$ cat src/rtl/cipher_stream_core.sv
// Streaming modular subtraction cipher: registered key, operand stage, result
// stage feeding a small output FIFO, with saturating ok/error pop counters.
module cipher_stream_core #(
   parameter int                DATA_W     = 8,
   parameter int                MOD_P      = 227,
   parameter logic [DATA_W-1:0] CHAR_LO    = 8'h61,
   parameter logic [DATA_W-1:0] CHAR_HI    = 8'h7A,
   parameter int                FIFO_DEPTH = 4,
   parameter int                CNT_W      = 16
) (
   input  logic              clk,
   input  logic              rst_n,
   input  logic              key_load,
   input  logic [DATA_W-1:0] key_in,
   input  logic              in_valid,
   output logic              in_ready,
   input  logic [1:0]        in_mode,
   input  logic [DATA_W-1:0] in_data,
   output logic              out_valid,
   input  logic              out_ready,
   output logic [DATA_W-1:0] out_data,
   output logic              out_err,
   output logic [CNT_W-1:0]  ok_count,
   output logic [CNT_W-1:0]  err_count,
   input  logic              cnt_clr
);

   localparam int                PW      = (FIFO_DEPTH > 1) ? $clog2(FIFO_DEPTH) : 1;
   localparam int                CW      = PW + 1;
   localparam logic [DATA_W:0]   MOD_C   = (DATA_W+1)'(MOD_P);
   localparam logic [CW:0]       DEPTH_C = (CW+1)'(FIFO_DEPTH);
   localparam logic [CNT_W-1:0]  CNT_MAX = '1;
   localparam logic [1:0]        MODE_ENC = 2'b10;
   localparam logic [1:0]        MODE_DEC = 2'b01;

   function automatic logic [DATA_W-1:0] mod_sub(input logic [DATA_W-1:0] a,
                                                 input logic [DATA_W-1:0] b);
      logic signed [DATA_W:0] d;
      d = $signed({1'b0, a}) - $signed({1'b0, b});
      if (d < 0)
         d = d + $signed(MOD_C);
      return d[DATA_W-1:0];
   endfunction

   function automatic logic [DATA_W-1:0] mod_add(input logic [DATA_W-1:0] a,
                                                 input logic [DATA_W-1:0] b);
      logic [DATA_W:0] s;
      s = {1'b0, a} + {1'b0, b};
      if (s >= MOD_C)
         s = s - MOD_C;
      return s[DATA_W-1:0];
   endfunction

   function automatic logic [DATA_W-1:0] key_reduce(input logic [DATA_W-1:0] k);
      // MOD_P exceeds half the key range, so one conditional subtract suffices.
      return ({1'b0, k} >= MOD_C) ? DATA_W'({1'b0, k} - MOD_C) : k;
   endfunction

   function automatic logic [CNT_W-1:0] sat_inc(input logic [CNT_W-1:0] c);
      return (c == CNT_MAX) ? c : c + CNT_W'(1);
   endfunction

   logic [DATA_W-1:0] k_red;
   logic              vld_p1;
   logic [DATA_W-1:0] data_p1;
   logic [DATA_W-1:0] key_p1;
   logic [1:0]        mode_p1;
   logic              err_p2;
   logic [DATA_W-1:0] res_p2;
   logic [DATA_W:0]   mem [FIFO_DEPTH];
   logic [PW-1:0]     wr_ptr;
   logic [PW-1:0]     rd_ptr;
   logic [CW-1:0]     fifo_count;
   logic [CW:0]       occ;
   logic [DATA_W:0]   head;
   logic              accept;
   logic              push;
   logic              pop;

   assign occ      = {1'b0, fifo_count} + {{CW{1'b0}}, vld_p1};
   assign in_ready = (occ < DEPTH_C);
   assign accept   = in_valid & in_ready;
   assign push     = vld_p1;
   assign pop      = out_valid & out_ready;

   always_ff @(posedge clk or negedge rst_n) begin
      if (!rst_n)
         k_red <= '0;
      else if (key_load)
         k_red <= key_reduce(key_in);
   end

   // ---- stage 1: operand capture ----
   always_ff @(posedge clk or negedge rst_n) begin
      if (!rst_n)
         vld_p1 <= 1'b0;
      else
         vld_p1 <= accept;
   end

   always_ff @(posedge clk) begin
      if (accept) begin
         data_p1 <= in_data;
         key_p1  <= k_red;
         mode_p1 <= in_mode;
      end
   end

   // ---- stage 2: legality check and modular arithmetic ----
   always_comb begin
      err_p2 = 1'b1;
      res_p2 = '0;
      case (mode_p1)
         MODE_ENC: begin
            if (data_p1 >= CHAR_LO && data_p1 <= CHAR_HI) begin
               err_p2 = 1'b0;
               res_p2 = mod_sub(data_p1, key_p1);
            end
         end
         MODE_DEC: begin
            if ({1'b0, data_p1} < MOD_C) begin
               err_p2 = 1'b0;
               res_p2 = mod_add(data_p1, key_p1);
            end
         end
         default: ;
      endcase
   end

   // ---- output FIFO ----
   always_ff @(posedge clk) begin
      if (push)
         mem[wr_ptr] <= {err_p2, res_p2};
   end

   always_ff @(posedge clk or negedge rst_n) begin
      if (!rst_n) begin
         wr_ptr     <= '0;
         rd_ptr     <= '0;
         fifo_count <= '0;
      end else begin
         if (push)
            wr_ptr <= wr_ptr + PW'(1);
         if (pop)
            rd_ptr <= rd_ptr + PW'(1);
         case ({push, pop})
            2'b10:   fifo_count <= fifo_count + CW'(1);
            2'b01:   fifo_count <= fifo_count - CW'(1);
            default: fifo_count <= fifo_count;
         endcase
      end
   end

   assign head      = mem[rd_ptr];
   assign out_valid = (fifo_count != '0);
   assign out_data  = out_valid ? head[DATA_W-1:0] : '0;
   assign out_err   = out_valid & head[DATA_W];

   always_ff @(posedge clk or negedge rst_n) begin
      if (!rst_n) begin
         ok_count  <= '0;
         err_count <= '0;
      end else if (cnt_clr) begin
         ok_count  <= '0;
         err_count <= '0;
      end else if (pop) begin
         if (out_err)
            err_count <= sat_inc(err_count);
         else
            ok_count  <= sat_inc(ok_count);
      end
   end

endmodule

$ cat config.mk
export PLATFORM = sky130hd
export DESIGN_NAME = cipher_stream_core
export DESIGN_NICKNAME = d
export VERILOG_FILES = /design/src/rtl/cipher_stream_core.sv
export SDC_FILE = /design/constraint.sdc
export NUM_CORES = 1
export LEC_CHECK = 0
export ABC_CLOCK_PERIOD_IN_PS = 8800
export CAP_MARGIN = 0
export CELL_PAD_IN_SITES_DETAIL_PLACEMENT = 1
export CELL_PAD_IN_SITES_GLOBAL_PLACEMENT = 1
export CORE_UTILIZATION = 48
export CTS_BUF_LIST = sky130_fd_sc_hd__clkbuf_8 sky130_fd_sc_hd__clkbuf_16
export DETAILED_ROUTE_END_ITERATION = 10
export PLACE_DENSITY_LB_ADDON = 0.1
export SYNTH_ARGS = -nofsm -noshare
export SYNTH_HDL_FRONTEND = slang
export SYNTH_SLANG_ARGS = --single-unit
$ cat constraint.sdc
create_clock -name clk -period 8.8 [get_ports clk]
set_clock_uncertainty 0.2 [all_clocks]
set_input_delay 1.32 -clock clk [delete_from_list [all_inputs] [get_ports clk]]
set_output_delay 1.32 -clock clk [all_outputs]
set_load 0.02 [all_outputs]
==> metrics.md <==
| Metric | Value |
|---|---|
| Final hold viol count | `0` |
| Post-CTS resize count | `0` |
| Post-CTS setup buffer count | `0` |
| Fin nets | `640` |
| Yosys cell types | `69` |
| Leak | `2.715 nW` |
| Initial antenna violation count | `0` |
| CP max FO | `11` |
| Via Count | `4159` |
| Setup TNS | `0 ps` |
| CTS H-tree depth | `3` |
| Antenna viol nets, final | `0` |
| Critical Path Start Type | `flop` |
| Worst endpoint required time | `7280 ps` |
| I/O Buffers | `66` |
| Hold_buf cts | `0` |
| Root buffer cell | `clkbuf_16` |
| GRT met3 Usage | `0.04355` |
| Maximum vdd drop | `0.1180 mV` |
| Pwr Total | `1.843 mW` |
| RR Startpoint | `data_p1[0]$_DFFE_PP_` |
| Pwr dens | `271.0 nW/um^2` |
| Worst Hold Depth | `0` |
| Largest net degree at the start of global routing | `49` |
| Reg power frac | `0.362` |
| Initial DRC Count | `194` |
| WP data arrival | `2440 ps` |
| Status | `complete, but fails checks` |
| Min-delay src | `k_red[7]$_DFFE_PN0P_` |
| Async set-reset flop share out of synthesis | `0.4706` |
| # DRC | `8` |
| Fin crit share | `0.4504` |
| Unrepaired setup endpoints after global routing | `no` |
| I/O pin count | `67` |
| Reg-to-Reg End | `mem[0][6]$_DFFE_PP_` |
| F_max | `0.2523 GHz` |
| Grt met1 use | `0.2650` |
| DIE AREA | `12400 um^2` |
| Num CTS Buffers | `9` |
| Number of flops mapped to enable cells by yosys | `54` |
| Slew @ Worst Pin | `1198 ps` |
| Relative slew slack | `0.1990` |
| Mean Syn Cell Area | `11.06 um^2` |
| Hold EP | `key_p1[7]$_DFFE_PP_` |
| R2R cell count | `10` |
| Layout cell share with drive strength beyond 1 | `0.06610` |
| Later-pin clock latency in the skew report | `350 ps` |
| Vias in the first global route | `4479` |
| Vias per cell | `5.674` |
| Post-detail-place hpwl | `9910 um` |
| Die Ht | `111.4 um` |
| WHS | `254.0 ps` |
| Critical path class | `reg -> out` |
| Final setup viols | `0` |
| Grt total ovfl | `0` |
| Leading register cell type out of synthesis | `edfxtp_1` |
| Power share of the clock group | `0.197` |
| Post-route cell area | `6800 um^2` |
| Mapped Cells | `519` |
| Global-route wire length before repair | `22020 um` |
| Int Pwr | `1.150 mW` |
| Setup WS post-layout | `4836 ps` |
| 1st-pass router iterations | `7` |
| Post-DP Area | `6531 um^2` |
| Max Root-Sink Buffers | `2` |
| Core area | `11520 um^2` |
| N_diodes | `0` |
| GRT busiest layer | `met2` |
| Yosys reg bits | `102` |
| P_sw | `0.6932 mW` |
| Share of the yosys chip area belonging to registers | `0.4916` |
| Worst min-delay path class | `reg -> reg` |
| Max-slew violation count | `0` |
| Yosys warnings | `0` |
| WL/cell | `17.84 um` |
| Violated checks | `design-rule violations` |
| Clk sink count | `102` |
| TritonCTS clock tree | `yes` |
| Sw Ratio | `0.3761` |
| Mapped Nets | `574` |
| Met2 usage | `0.4167` |
| Area of the mapped netlist | `5742 um^2` |
| Final GP Congestion | `0.8314` |
| Comb power frac | `0.440` |
| Dpl ws | `5085 ps` |
| Max-cap violations | `0` |
| Starting Density | `0.4986` |
| Total wire length | `13080 um` |
| Gr usage total | `0.2258` |
| R2R setup slack | `5200 ps` |
| Crit end category | `output pin` |
| Num rows | `39` |
| Clock transition at path regs | `70 ps` |
| Crit path time final | `3964 ps` |
| Area grow syn2layout | `18.44%` |
| Die width | `111.4 um` |
layout by cell type, fill, tap and decap left out, types with 4 or more instances in the layout:
cell / Yosys / routed
clkdlybuf4s50_1: 0 / 65
nor2_1: 60 / 60
edfxtp_1: 54 / 54
dfrtp_1: 48 / 48
inv_1: 31 / 34
nand3_1: 29 / 29
xor2_1: 29 / 29
ha_1: 28 / 28
nand2_1: 26 / 26
xnor2_1: 21 / 21
a21oi_1: 17 / 17
and3_1: 14 / 14
nor3_1: 11 / 11
nor2b_1: 11 / 11
o21ai_0: 10 / 10
nand4_1: 9 / 9
nand2b_1: 9 / 9
mux4_2: 9 / 9
clkbuf_16: 0 / 9
and2_1: 7 / 7
mux2i_1: 6 / 6
a211oi_1: 6 / 6
a31oi_1: 5 / 5
o22ai_1: 4 / 4
or3_1: 4 / 4
synth_stat cells (8+ instances only):
cell type / n / area [um^2]
nor3_1: 11 / 55.05
xor2_1: 29 / 254.0
nand4_1: 9 / 56.30
o21ai_0: 10 / 50.05
nand2_1: 26 / 97.59
nand3_1: 29 / 145.1
nor2_1: 60 / 225.2
xnor2_1: 21 / 183.9
inv_1: 31 / 116.4
edfxtp_1: 54 / 1622
nor2b_1: 11 / 68.82
and3_1: 14 / 87.58
dfrtp_1: 48 / 1201
a21oi_1: 17 / 85.08
nand2b_1: 9 / 56.30
clkbuf_1: 8 / 30.03
mux4_2: 9 / 202.7
ha_1: 28 / 350.3
routing by layer:
| metal | up-vias | share of wire |
|---|---|---|
| met4 | 0 | 0.016 |
| met2 | 59 | 0.53 |
| met3 | 17 | 0.024 |
| li1 | 1996 | - |
| met1 | 2087 | 0.43 |
| met5 | - | 0 |
power by group through the flow:
| stage | combinational, mW | sequential, mW | clock (mW) |
|---|---|---|---|
| after floorplan | 0.600 | 0.645 | 0 |
| after global placement | 0.774 | 0.673 | 0 |
| after detailed placement | 0.812 | 0.680 | 0 |
| after CTS | 0.818 | 0.671 | 0.370 |
| after global routing | 0.890 | 0.681 | 0.383 |
| final | 0.811 | 0.668 | 0.364 |
worst max-delay path: stages (launching register included):
cell             delay [ps]
dfrtp_1                 740
mux4_2                  630
nor2b_1                 150
clkdlybuf4s50_1         570
how the worst max path moves through the flow:
stage | from | depth (start not counted) | end
final | rd_ptr[0]$_DFFE_PN0P_ | 3 | out_err
after global routing | fifo_count[0]$_DFFE_PN0P_ | 3 | out_data[1]
after CTS | rd_ptr[0]$_DFFE_PN0P_ | 3 | out_err
after detailed placement | out_ready | 8 | ok_count[6]$_DFFE_PN0P_
after global placement | rd_ptr[0]$_DFFE_PN0P_ | 3 | out_err
after floorplan | rd_ptr[0]$_DFFE_PN0P_ | 3 | out_data[0]
cell families after synthesis:
family,count (synthesis),share of synthesized area
buffers and inverters,45,0.03138
XOR/XNOR,52,0.08390
adder cells (fa/ha/maj),31,0.07148
AND/OR/NAND/NOR,198,0.1748
multiplexers,16,0.04772
AO/OA/AOI/OAI,75,0.09915
flip-flops,102,0.4916
area by class of cell:
cell class | count | area [um^2]
Clock buffer | 10 | 239.0
Clock inverter | 6 | 30.03
Fill cell | 1212 | 4716
Inverter | 32 | 120.1
Multi-Input combinational cell | 372 | 2739
Sequential cell | 102 | 2823
Tap cell | 143 | 178.9
Timing Repair Buffer | 68 | 670.6
flip-flops by register name (all words and copies together), names as in the netlist:
signal / cells
key_p1: 8
fifo_count: 3
rd_ptr: 2
mem: 36
mode_p1: 2
wr_ptr: 2
push: 1
ok_count: 16
err_count: 16
data_p1: 8
k_red: 8
metrics by stage:
step | instances | utilization
2_1_floorplan | 519 | -
3_3_place_gp | 717 | 0.5671
3_5_place_dp | 717 | 0.5671
4_1_cts | 733 | 0.5905
5_1_grt | 733 | 0.5905
6_report | 733 | 0.5905
(Power assumes the default switching activity.)
